===== config.mk =====
export PLATFORM = sky130hd
export DESIGN_NAME = axi4lite_slave_regfile_flat
export DESIGN_NICKNAME = d
export VERILOG_FILES = /design/src/rtl/axi4lite_slave_regfile_if.sv /design/src/rtl/axi4lite_slave_regfile.sv /design/src/flat_wrapper.sv
export SDC_FILE = /design/constraint.sdc
export NUM_CORES = 1
export LEC_CHECK = 0
export ABC_AREA = 0
export BUFFER_PORTS_ARGS = -buffer_cell sky130_fd_sc_hd__buf_2
export CAP_MARGIN = 20
export CORE_UTILIZATION = 35
export CTS_BUF_LIST = sky130_fd_sc_hd__clkbuf_4 sky130_fd_sc_hd__clkbuf_8
export CTS_CLUSTER_SIZE = 16
export DETAILED_ROUTE_END_ITERATION = 10
export REMOVE_ABC_BUFFERS = 1
export SYNTH_ARGS = -nofsm -noshare
export SYNTH_HDL_FRONTEND = slang
export SYNTH_SLANG_ARGS = --single-unit

===== constraint.sdc =====
create_clock -name clk -period 2.8 [get_ports clk]
set_input_delay 0.7 -clock clk [delete_from_list [all_inputs] [get_ports clk]]
set_output_delay 0.7 -clock clk [all_outputs]
set_load 0.005 [all_outputs]

===== src/rtl/axi4lite_slave_regfile_if.sv =====
// AXI4-Lite channel bundle (AW, W, B, AR, R) shared by the register-file
// responder and whatever drives it; master and slave modports give the directions.
interface axi4lite_slave_regfile_if #(
  parameter int ADDR_WIDTH = 2,
  parameter int DATA_WIDTH = 8
) ();
  logic [ADDR_WIDTH-1:0] awaddr;
  logic                  awvalid;
  logic                  awready;
  logic [DATA_WIDTH-1:0] wdata;
  logic                  wvalid;
  logic                  wready;
  logic [1:0]            bresp;
  logic                  bvalid;
  logic                  bready;
  logic [ADDR_WIDTH-1:0] araddr;
  logic                  arvalid;
  logic                  arready;
  logic [DATA_WIDTH-1:0] rdata;
  logic [1:0]            rresp;
  logic                  rvalid;
  logic                  rready;

  modport master (
    output awaddr, awvalid, wdata, wvalid, bready, araddr, arvalid, rready,
    input  awready, wready, bresp, bvalid, arready, rdata, rresp, rvalid
  );

  modport slave (
    input  awaddr, awvalid, wdata, wvalid, bready, araddr, arvalid, rready,
    output awready, wready, bresp, bvalid, arready, rdata, rresp, rvalid
  );
endinterface


===== src/rtl/axi4lite_slave_regfile.sv =====
// AXI4-Lite responder with a small word-indexed register file and independent read/write FSMs.
// Define AXI4LITE_SLVERR_EN to answer out-of-range accesses with SLVERR instead of OKAY.
module axi4lite_slave_regfile #(
  parameter int ADDR_WIDTH = 2,
  parameter int DATA_WIDTH = 8,
  parameter int NUM_REGS   = 4
) (
  input  logic                           clk,
  input  logic                           rst,
  axi4lite_slave_regfile_if.slave        bus,
  output logic [NUM_REGS*DATA_WIDTH-1:0] regs_flat_o
);

  localparam logic [1:0] RESP_OKAY = 2'b00;
`ifdef AXI4LITE_SLVERR_EN
  localparam logic [1:0] RESP_OOR  = 2'b10;
`else
  localparam logic [1:0] RESP_OOR  = 2'b00;
`endif
  localparam logic [ADDR_WIDTH:0] NREGS_W = (ADDR_WIDTH+1)'(NUM_REGS);

  typedef enum logic [0:0] {W_IDLE = 1'b0, W_RESP = 1'b1} wstate_e;
  typedef enum logic [0:0] {R_IDLE = 1'b0, R_DATA = 1'b1} rstate_e;

  wstate_e                               wstate_q;
  rstate_e                               rstate_q;
  logic [NUM_REGS-1:0][DATA_WIDTH-1:0]   regs_q;
  logic                                  aw_cap_q, w_cap_q;
  logic [ADDR_WIDTH-1:0]                 awaddr_q;
  logic [DATA_WIDTH-1:0]                 wdata_q;
  logic                                  awready_q, wready_q, bvalid_q;
  logic [1:0]                            bresp_q;
  logic                                  arready_q, rvalid_q;
  logic [DATA_WIDTH-1:0]                 rdata_q;
  logic [1:0]                            rresp_q;

  logic                                  aw_hs_d, w_hs_d, aw_cap_d, w_cap_d;
  logic                                  wr_fire_d, wr_legal_d, rd_legal_d;
  logic [ADDR_WIDTH-1:0]                 wr_addr_d;
  logic [DATA_WIDTH-1:0]                 wr_data_d, rd_data_d;

  // Handshake detection and write/read operand selection (bypass the holding regs on the fire edge).
  always_comb begin
    aw_hs_d    = bus.awvalid && awready_q;
    w_hs_d     = bus.wvalid && wready_q;
    aw_cap_d   = aw_cap_q || aw_hs_d;
    w_cap_d    = w_cap_q || w_hs_d;
    wr_addr_d  = aw_hs_d ? bus.awaddr : awaddr_q;
    wr_data_d  = w_hs_d ? bus.wdata : wdata_q;
    wr_fire_d  = (wstate_q == W_IDLE) && aw_cap_d && w_cap_d;
    wr_legal_d = ({1'b0, wr_addr_d} < NREGS_W);
    rd_legal_d = ({1'b0, bus.araddr} < NREGS_W);
    rd_data_d  = {DATA_WIDTH{1'b0}};
    for (int i = 0; i < NUM_REGS; i++) begin
      if (bus.araddr == ADDR_WIDTH'(i)) begin
        rd_data_d = regs_q[i];
      end else begin
        rd_data_d = rd_data_d;
      end
    end
  end

  // Write FSM: capture AW and W in any order, commit the register and raise B on the second one.
  always_ff @(posedge clk or posedge rst) begin
    if (rst) begin
      wstate_q  <= W_IDLE;
      regs_q    <= '0;
      aw_cap_q  <= 1'b0;
      w_cap_q   <= 1'b0;
      awaddr_q  <= {ADDR_WIDTH{1'b0}};
      wdata_q   <= {DATA_WIDTH{1'b0}};
      awready_q <= 1'b1;
      wready_q  <= 1'b1;
      bvalid_q  <= 1'b0;
      bresp_q   <= RESP_OKAY;
    end else begin
      case (wstate_q)
        W_IDLE: begin
          if (aw_hs_d) awaddr_q <= bus.awaddr;
          if (w_hs_d)  wdata_q  <= bus.wdata;
          if (wr_fire_d) begin
            for (int i = 0; i < NUM_REGS; i++) begin
              if (wr_addr_d == ADDR_WIDTH'(i)) regs_q[i] <= wr_data_d;
            end
            aw_cap_q  <= 1'b1;
            w_cap_q   <= 1'b1;
            awready_q <= 1'b0;
            wready_q  <= 1'b0;
            bvalid_q  <= 1'b1;
            bresp_q   <= wr_legal_d ? RESP_OKAY : RESP_OOR;
            wstate_q  <= W_RESP;
          end else begin
            aw_cap_q  <= aw_cap_d;
            w_cap_q   <= w_cap_d;
            awready_q <= !aw_cap_d;
            wready_q  <= !w_cap_d;
          end
        end
        W_RESP: begin
          if (bus.bready) begin
            bvalid_q  <= 1'b0;
            aw_cap_q  <= 1'b0;
            w_cap_q   <= 1'b0;
            awready_q <= 1'b1;
            wready_q  <= 1'b1;
            wstate_q  <= W_IDLE;
          end
        end
        default: begin
          wstate_q  <= W_IDLE;
          bvalid_q  <= 1'b0;
          aw_cap_q  <= 1'b0;
          w_cap_q   <= 1'b0;
          awready_q <= 1'b1;
          wready_q  <= 1'b1;
        end
      endcase
    end
  end

  // Read FSM: sample the pre-edge register value on AR and hold R until the master takes it.
  always_ff @(posedge clk or posedge rst) begin
    if (rst) begin
      rstate_q  <= R_IDLE;
      arready_q <= 1'b1;
      rvalid_q  <= 1'b0;
      rdata_q   <= {DATA_WIDTH{1'b0}};
      rresp_q   <= RESP_OKAY;
    end else begin
      case (rstate_q)
        R_IDLE: begin
          if (bus.arvalid) begin
            rdata_q   <= rd_data_d;
            rresp_q   <= rd_legal_d ? RESP_OKAY : RESP_OOR;
            rvalid_q  <= 1'b1;
            arready_q <= 1'b0;
            rstate_q  <= R_DATA;
          end
        end
        R_DATA: begin
          if (bus.rready) begin
            rvalid_q  <= 1'b0;
            arready_q <= 1'b1;
            rstate_q  <= R_IDLE;
          end
        end
        default: begin
          rstate_q  <= R_IDLE;
          rvalid_q  <= 1'b0;
          arready_q <= 1'b1;
        end
      endcase
    end
  end

  assign bus.awready = awready_q;
  assign bus.wready  = wready_q;
  assign bus.bvalid  = bvalid_q;
  assign bus.bresp   = bresp_q;
  assign bus.arready = arready_q;
  assign bus.rvalid  = rvalid_q;
  assign bus.rdata   = rdata_q;
  assign bus.rresp   = rresp_q;
  assign regs_flat_o = regs_q;

endmodule

===== src/flat_wrapper.sv =====
// flat-port wrapper written by rule: the top's interface ports become plain ports
module axi4lite_slave_regfile_flat 
#(
  parameter int ADDR_WIDTH = 2,
  parameter int DATA_WIDTH = 8,
  parameter int NUM_REGS   = 4
)
  (clk, rst, regs_flat_o, bus_awaddr, bus_awvalid, bus_wdata, bus_wvalid, bus_bready, bus_araddr, bus_arvalid, bus_rready, bus_awready, bus_wready, bus_bresp, bus_bvalid, bus_arready, bus_rdata, bus_rresp, bus_rvalid);
  axi4lite_slave_regfile_if #(.ADDR_WIDTH(ADDR_WIDTH), .DATA_WIDTH(DATA_WIDTH)) bus_i ();
  input  logic clk;
  input  logic rst;
  output logic [NUM_REGS*DATA_WIDTH-1:0] regs_flat_o;
  input wire logic [$bits(bus_i.awaddr)-1:0] bus_awaddr;
  input wire logic [$bits(bus_i.awvalid)-1:0] bus_awvalid;
  input wire logic [$bits(bus_i.wdata)-1:0] bus_wdata;
  input wire logic [$bits(bus_i.wvalid)-1:0] bus_wvalid;
  input wire logic [$bits(bus_i.bready)-1:0] bus_bready;
  input wire logic [$bits(bus_i.araddr)-1:0] bus_araddr;
  input wire logic [$bits(bus_i.arvalid)-1:0] bus_arvalid;
  input wire logic [$bits(bus_i.rready)-1:0] bus_rready;
  output wire logic [$bits(bus_i.awready)-1:0] bus_awready;
  output wire logic [$bits(bus_i.wready)-1:0] bus_wready;
  output wire logic [$bits(bus_i.bresp)-1:0] bus_bresp;
  output wire logic [$bits(bus_i.bvalid)-1:0] bus_bvalid;
  output wire logic [$bits(bus_i.arready)-1:0] bus_arready;
  output wire logic [$bits(bus_i.rdata)-1:0] bus_rdata;
  output wire logic [$bits(bus_i.rresp)-1:0] bus_rresp;
  output wire logic [$bits(bus_i.rvalid)-1:0] bus_rvalid;
  assign bus_i.awaddr = bus_awaddr;
  assign bus_i.awvalid = bus_awvalid;
  assign bus_i.wdata = bus_wdata;
  assign bus_i.wvalid = bus_wvalid;
  assign bus_i.bready = bus_bready;
  assign bus_i.araddr = bus_araddr;
  assign bus_i.arvalid = bus_arvalid;
  assign bus_i.rready = bus_rready;
  assign bus_awready = bus_i.awready;
  assign bus_wready = bus_i.wready;
  assign bus_bresp = bus_i.bresp;
  assign bus_bvalid = bus_i.bvalid;
  assign bus_arready = bus_i.arready;
  assign bus_rdata = bus_i.rdata;
  assign bus_rresp = bus_i.rresp;
  assign bus_rvalid = bus_i.rvalid;
  axi4lite_slave_regfile #(.ADDR_WIDTH(ADDR_WIDTH), .DATA_WIDTH(DATA_WIDTH), .NUM_REGS(NUM_REGS)) u_core (.clk(clk), .rst(rst), .bus(bus_i), .regs_flat_o(regs_flat_o));
endmodule

==> impl_metrics.json, run 1 <==
{
  "max_slew_margin": 0.541,
  "numClockSinks": 59,
  "initial_core_util": 0.363,
  "final.period_utilization": 0.814,
  "top_level_ports": 68,
  "cp_endpoint_kind": "flip-flop",
  "kind_of_start_point_of_the_critical_path": "flip-flop",
  "post-route-min-period_ps": 2280,
  "drive_gt1_frac": 0.572,
  "totalWireLength_mm": 5.51,
  "post_cts_hold_buffer_count": 0,
  "synthDominantCellAreaShare": 0.532,
  "drt_first_pass_iters": 4,
  "detail_route.drc_violations": 0,
  "synth-edff-count": 0,
  "place_hpwl_mm": 4.01,
  "mean_number_of_vias_per_cell": 4.76,
  "cp_data_arrival_time_ps": 2500,
  "routability_congestion_estimate_from_global_placement": 0.675,
  "netlist_area_um2": 2640,
  "clock_tree_from_tritoncts": "yes",
  "dp_cells": 340,
  "fmax_mhz": 438,
  "first_global_vias": 1602,
  "tritoncts.num_buffers": 9,
  "post_synth_num_cell_types": 27,
  "final.setup_skew_ps": 9.37,
  "post-synth-top-count-cell": "sky130_fd_sc_hd__dfrtp_1",
  "synthToLayoutAreaGrowth_pct": 22.4,
  "seq_area_frac_synth": 0.561,
  "number_of_antenna_diodes": 0,
  "netlist_instances": 180,
  "antenna_left": 0,
  "chipHeight_um": 88.8,
  "synth_flop_cell": "sky130_fd_sc_hd__dfrtp_1",
  "p_leak_nw": 1.55,
  "n_fill_cell": 701,
  "clkTransAtPathRegs_ps": 70,
  "horizontal_die_dimension_um": 88.8,
  "timing_hold_violations_final": 0,
  "groute.usage.overall": 0.157,
  "power-per-cell-area_nw_per_um2": 1160,
  "tightest_slew_ps": 688,
  "avgSynthCellArea_um2": 14.6,
  "max_cap_violations": 0,
  "grt_start_max_net_pins": 24,
  "netlist.top_cell.by_area": "sky130_fd_sc_hd__dfrtp_1",
  "synth.top_cells.by_area": "sky130_fd_sc_hd__dfrtp_1 (53%), sky130_fd_sc_hd__mux2_2 (18%), sky130_fd_sc_hd__mux4_2 (6.8%)",
  "fin_nets": 271,
  "fp.dieArea_um2": 7880,
  "worstHoldPathType": "in -> async",
  "rsz0062_at_grt": "false",
  "synth-warning-count": 0,
  "outcome": "finished, final reports clean",
  "total_global_routing_overflow": 0,
  "via_count": 1696,
  "slew_viol_final": 0,
  "placementRows": 31,
  "max_h_tree_level": 3,
  "dp_slack_ps": 244,
  "vdd_drop_max_mv": 0.320,
  "worstPathRequired_ps": 3020,
  "core_area_um2": 7250,
  "critical_path.max_fanout": 8,
  "grt_antenna_before_repair": 0,
  "numPortBuffers": 63,
  "async_reset_ff_frac": 1.00,
  "ys_top_cells_by_count": "sky130_fd_sc_hd__dfrtp_1 (56), sky130_fd_sc_hd__mux2_2 (41), sky130_fd_sc_hd__nor2_1 (10), sky130_fd_sc_hd__mux2_1 (9), sky130_fd_sc_hd__mux2_4 (9)",
  "grt_first_pass_wirelength_mm": 8.71,
  "cell_at_the_root_of_the_clock_tree": "sky130_fd_sc_hd__clkbuf_8",
  "wl_per_cell_um": 15.5,
  "timing.setup.tns_ps": 0,
  "ys_ff_latch": 59,
  "fin_ws_ps": 519,
  "critical_path_class": "reg -> reg",
  "drt-initial-drc-count": 62,
  "timing.final.setup_violations": 0,
  "clock_latency_ps": 340,
  "cts_setup_buffers": 0,
  "clk_path_buf_depth": 2,
  "cts_repair_resize_count": 0,
  "post_layout_nonfiller_instances": 356
}
## final cells by class
class                   instances  area (µm²)  area share
clock buffers                  10         131      0.0407
inverters                       5        18.8     0.00581
well taps                      99         124      0.0384
multi-input cells             109        1090       0.337
flip-flops and latches         59        1480       0.459
clock inverters                 6        32.5      0.0101
repair buffers                 68         353       0.109
## cell families after synthesis
kind of cell	share of synthesized area
AOI/OAI and AO/OA	0.0204
buffers and inverters	0.0299
DFF	0.561
muxes	0.337
other	0.00142
and+or+nand+nor	0.0498
## stage by stage
step	total power [mW]	util	hold WS (ps)	instance area, µm²
5_1_grt	4.04	0.445	384	3230
3_3_place_gp	3.08	0.422	457	3060
6_report	3.73	0.445	359	3230
4_1_cts	3.79	0.445	366	3230
3_5_place_dp	3.12	0.422	463	3060
2_1_floorplan	2.52	-	463	2590
## sequential cells by signal (all words and copies together), names as in the netlist
register	cells
u_core.wdata_q	8
u_core.bus.wready	1
u_core.regs_flat_o	32
u_core.awaddr_q	2
u_core.bus.awready	1
u_core.rstate_q	1
u_core.w_cap_q	1
u_core.bus.rvalid	1
u_core.bus.bvalid	1
u_core.aw_cap_q	1
u_core.bus.arready	1
u_core.bus.rdata	8
u_core.wstate_q	1
## layout by cell type (no fill, tap or decap)
cell                         synthesis  routed
sky130_fd_sc_hd__buf_2               0      63
sky130_fd_sc_hd__dfrtp_1            56      56
sky130_fd_sc_hd__mux2_2             41      41
sky130_fd_sc_hd__nor2_1             10      10
sky130_fd_sc_hd__mux2_1              9       9
sky130_fd_sc_hd__mux2_4              9       9
sky130_fd_sc_hd__clkbuf_8            0       9
sky130_fd_sc_hd__mux4_2              8       8
sky130_fd_sc_hd__nand2_1             7       7
sky130_fd_sc_hd__clkinv_2            0       5
sky130_fd_sc_hd__buf_4               4       5
sky130_fd_sc_hd__inv_1               5       4
sky130_fd_sc_hd__conb_1              1       4
sky130_fd_sc_hd__a21oi_1             3       3
sky130_fd_sc_hd__o22ai_1             3       3
sky130_fd_sc_hd__dfstp_2             3       3
sky130_fd_sc_hd__o21ai_1             2       2
sky130_fd_sc_hd__nand2b_1            2       2
sky130_fd_sc_hd__o21ai_0             2       2
sky130_fd_sc_hd__nand2_2             1       1
sky130_fd_sc_hd__nor3b_1             1       1
sky130_fd_sc_hd__and3b_1             1       1
sky130_fd_sc_hd__nor3_1              1       1
sky130_fd_sc_hd__nor2b_1             1       1
sky130_fd_sc_hd__mux2i_1             1       1
sky130_fd_sc_hd__nand3_1             1       1
sky130_fd_sc_hd__and3_1              1       1
sky130_fd_sc_hd__inv_2               0       1
sky130_fd_sc_hd__or4b_1              1       1
sky130_fd_sc_hd__clkinvlp_4          0       1
sky130_fd_sc_hd__clkbuf_4            0       1
## per-layer routing
| layer | global-route usage | up-vias | share of wire |
|---|---|---|---|
| met5 | 0 | - | 0 |
| met4 | 0.0748 | 0 | 0.020 |
| met3 | 0.0466 | 10 | 0.059 |
| met2 | 0.231 | 56 | 0.45 |
| met1 | 0.213 | 843 | 0.47 |
| li1 | - | 787 | - |
## power by group
part	switching (mW)	internal (mW)	total (mW)	leakage (nW)
clock network	0.333	0.322	0.655	0.0890
logic	0.566	0.891	1.46	0.759
registers	0.327	1.29	1.62	0.701
total	1.23	2.51	3.73	1.55
## path summary, 6_finish.rpt
path	from	endpoint	slack, ps	cells after the start
max	u_core.bus.awready	u_core.regs_flat_o[5]	520	4
min	rst	u_core.bus.rvalid	360	2
max reg2reg	u_core.bus.awready	u_core.regs_flat_o[5]	520	4
min reg2reg	u_core.bus.arready	u_core.bus.arready	480	2
max in group asynchronous	rst	u_core.bus.awready	1790	3
min in group clk	u_core.bus.arready	u_core.bus.arready	480	2
## critical path, stage by stage (launching register included)
cell,delay (ps)
sky130_fd_sc_hd__dfstp_2,560
sky130_fd_sc_hd__nand2_2,110
sky130_fd_sc_hd__mux2_4,330
sky130_fd_sc_hd__or4b_1,760
sky130_fd_sc_hd__mux2_4,400
(Power assumes the default switching activity.)
==> run 2: changes to the inputs <==
Settings changed: ABC_AREA 0 to 1.
Clock period 2.8 ns to 2.23 ns, I/O delays scaled along.
==> impl_metrics.json, run 2 <==
{
  "outcome": "finished, final reports clean",
  "cp_cell_instances": "nand2_2 > o21ai_4 > nand3_2 > nand2_1 > nand2_1",
  "startpoint": "u_core.bus.awready",
  "kind_of_start_point_of_the_critical_path": "flip-flop",
  "ys_top_cells_by_count": "sky130_fd_sc_hd__nand2_1 (134), sky130_fd_sc_hd__dfrtp_1 (56), sky130_fd_sc_hd__nand3_1 (32), sky130_fd_sc_hd__nand4_1 (20), sky130_fd_sc_hd__nor2_1 (20)",
  "cp_data_arrival_time_ps": 1970,
  "drive_gt1_frac": 0.258,
  "totalWireLength_mm": 6.88,
  "postLayoutCoreUtil": 0.438,
  "avgSynthCellArea_um2": 8.39,
  "dp_cells": 489,
  "netlist_instances": 334,
  "final.hold.worst_slack_ps": 261,
  "largest_register_ffs": 32,
  "synth-warning-count": 0,
  "grt_start_max_net_pins": 60,
  "chipHeight_um": 91.5,
  "post-route-min-period_ps": 1740,
  "crit_slowest_cell": "sky130_fd_sc_hd__dfstp_2",
  "top_level_ports": 68,
  "max_cap_violations": 0,
  "netlist_area_um2": 2800,
  "numPortBuffers": 63,
  "antenna_left": 0,
  "multi_input_area_um2": 1180,
  "cp_endpoint_kind": "flip-flop",
  "synth-edff-count": 0,
  "clkTransAtPathRegs_ps": 70,
  "cp_slowest_stage_delay_ps": 550,
  "p_leak_nw": 1.82,
  "n_fill_cell": 786,
  "first_global_vias": 2262,
  "power-per-cell-area_nw_per_um2": 1430,
  "mean_number_of_vias_per_cell": 4.86,
  "cts_setup_buffers": 0,
  "critical_path.max_fanout": 19,
  "initial_core_util": 0.363,
  "grt_antenna_before_repair": 0,
  "clock_latency_ps": 340,
  "worstReg2RegStart": "u_core.bus.awready",
  "ff_to_ff_setup_slack_ps": 490,
  "met1_global_route_usage": 0.240,
  "fmax_mhz": 575,
  "ys_ff_latch": 59,
  "worstPathRequired_ps": 2460,
  "post-synth-top-count-cell": "sky130_fd_sc_hd__nand2_1",
  "max_slew_margin": 0.635,
  "synth.top_cells.by_area": "sky130_fd_sc_hd__dfrtp_1 (50%), sky130_fd_sc_hd__nand2_1 (18%), sky130_fd_sc_hd__nand3_1 (5.7%)",
  "timing_hold_violations_final": 0,
  "fp.dieArea_um2": 8370,
  "vdd_drop_max_mv": 0.761,
  "critical-path-top-cell-by-count": "sky130_fd_sc_hd__nand2_1",
  "clock_tree_from_tritoncts": "yes",
  "critical_path_class": "reg -> reg",
  "slew_viol_final": 0,
  "mostFrequentLayoutCells": "sky130_fd_sc_hd__nand2_1 (134), sky130_fd_sc_hd__buf_2 (63), sky130_fd_sc_hd__dfrtp_1 (56)",
  "fin_nets": 417,
  "detail_route.drc_violations": 0,
  "synthToLayoutAreaGrowth_pct": 20.6,
  "groute.usage.overall": 0.180,
  "globalRoute.busiestLayer": "met2",
  "drt-initial-drc-count": 158,
  "postPlaceCellArea_um2": 3180,
  "gr-usage-met3": 0.0628,
  "timing.setup.tns_ps": 0,
  "netlist.top_cell.by_area": "sky130_fd_sc_hd__dfrtp_1",
  "via_count": 2453,
  "wl_per_cell_um": 13.6,
  "final.period_utilization": 0.780,
  "timing.final.setup_violations": 0,
  "synthDominantCellAreaShare": 0.500,
  "max_h_tree_level": 3,
  "synth_flop_cell": "sky130_fd_sc_hd__dfrtp_1",
  "core_area_um2": 7730,
  "area.sequential_um2": 1480,
  "place_hpwl_mm": 5.08,
  "post_cts_hold_buffer_count": 0,
  "layout_commonest_cell": "sky130_fd_sc_hd__nand2_1",
  "cts_repair_resize_count": 0,
  "placementRows": 32,
  "clk_path_buf_depth": 2,
  "post_synth_num_cell_types": 26,
  "horizontal_die_dimension_um": 91.5,
  "numClockSinks": 59,
  "worstHoldPathType": "in -> async",
  "cell_at_the_root_of_the_clock_tree": "sky130_fd_sc_hd__clkbuf_8",
  "post_layout_nonfiller_instances": 505,
  "total_global_routing_overflow": 0,
  "drt_first_pass_iters": 4,
  "seq_area_frac_synth": 0.528,
  "grt_first_pass_wirelength_mm": 11.5,
  "routability_congestion_estimate_from_global_placement": 0.768,
  "rsz0062_at_grt": "false",
  "tightest_slew_ps": 546,
  "async_reset_ff_frac": 1.00,
  "final_area_um2": 3380,
  "number_of_antenna_diodes": 0,
  "grt.met2_usage": 0.279,
  "final.setup_skew_ps": 6.20,
  "tritoncts.num_buffers": 9
}
[run 2: changes by cell type after synthesis, moves of 9 or more]
| cell | delta |
|---|---|
| sky130_fd_sc_hd__nand2_1 | +127 |
| sky130_fd_sc_hd__mux2_2 | -41 |
| sky130_fd_sc_hd__nand3_1 | +31 |
| sky130_fd_sc_hd__nand4_1 | +20 |
| sky130_fd_sc_hd__nor2_1 | +10 |
| sky130_fd_sc_hd__a31oi_1 | +9 |
| sky130_fd_sc_hd__mux2_1 | -9 |
| sky130_fd_sc_hd__mux2_4 | -9 |
[run 2: worst paths after layout]
| check | endpoint | depth (start not counted) |
|---|---|---|
| setup / recovery | u_core.regs_flat_o[21] | 5 |
| hold / removal | u_core.bus.rdata[5] | 3 |
| setup reg to reg | u_core.regs_flat_o[21] | 5 |
| hold reg to reg | u_core.bus.rdata[1] | 2 |
| max in group asynchronous | u_core.bus.awready | 3 |
| min in group clk | u_core.aw_cap_q | 2 |
[run 2: logic make-up (layout without fill, tap and decap cells)]
| logic type | Yosys count | count (layout) | share of synthesized area |
|---|---|---|---|
| and+or+nand+nor | 221 | 221 | 0.365 |
| DFF | 59 | 59 | 0.528 |
| other | 1 | 4 | 0.00134 |
| AOI/OAI and AO/OA | 24 | 24 | 0.0518 |
| buffers and inverters | 29 | 95 | 0.0536 |
[run 2: where the power goes]
part	switching, mW	internal (mW)	total (mW)
clock	0.424	0.552	0.976
sequential	0.385	1.57	1.95
combinational	1.23	0.690	1.92
total	2.04	2.81	4.85
[run 2: per-layer routing]
layer,wire length (µm),up-vias
li1,-,1226
met4,56,0
met1,3360,1147
met5,0,-
met3,340,7
met2,3120,73
[run 2: through the flow]
step | power, mW | setup WS [ps]
finish | 4.85 | 491
global route | 5.24 | 314
CTS | 4.88 | 484
detailed placement | 3.90 | 337
global placement | 3.86 | 365
floorplan | 3.13 | 221
[run 2: cell type report]
| type | count | share of cell area |
|---|---|---|
| sequential | 59 | 0.438 |
| multi-input combinational | 249 | 0.350 |
| timing repair buffer | 64 | 0.0992 |
| tap | 102 | 0.0377 |
| inverter | 15 | 0.0167 |
| clock buffer | 11 | 0.0429 |
| clock inverter | 5 | 0.0155 |
[run 2: worst max-delay path: cells and delay by family, from the launching register on]
kind               cells  cell delay [ps]
and+or+nand+nor        4              590
DFF                    1              550
AOI/OAI and AO/OA      1              470
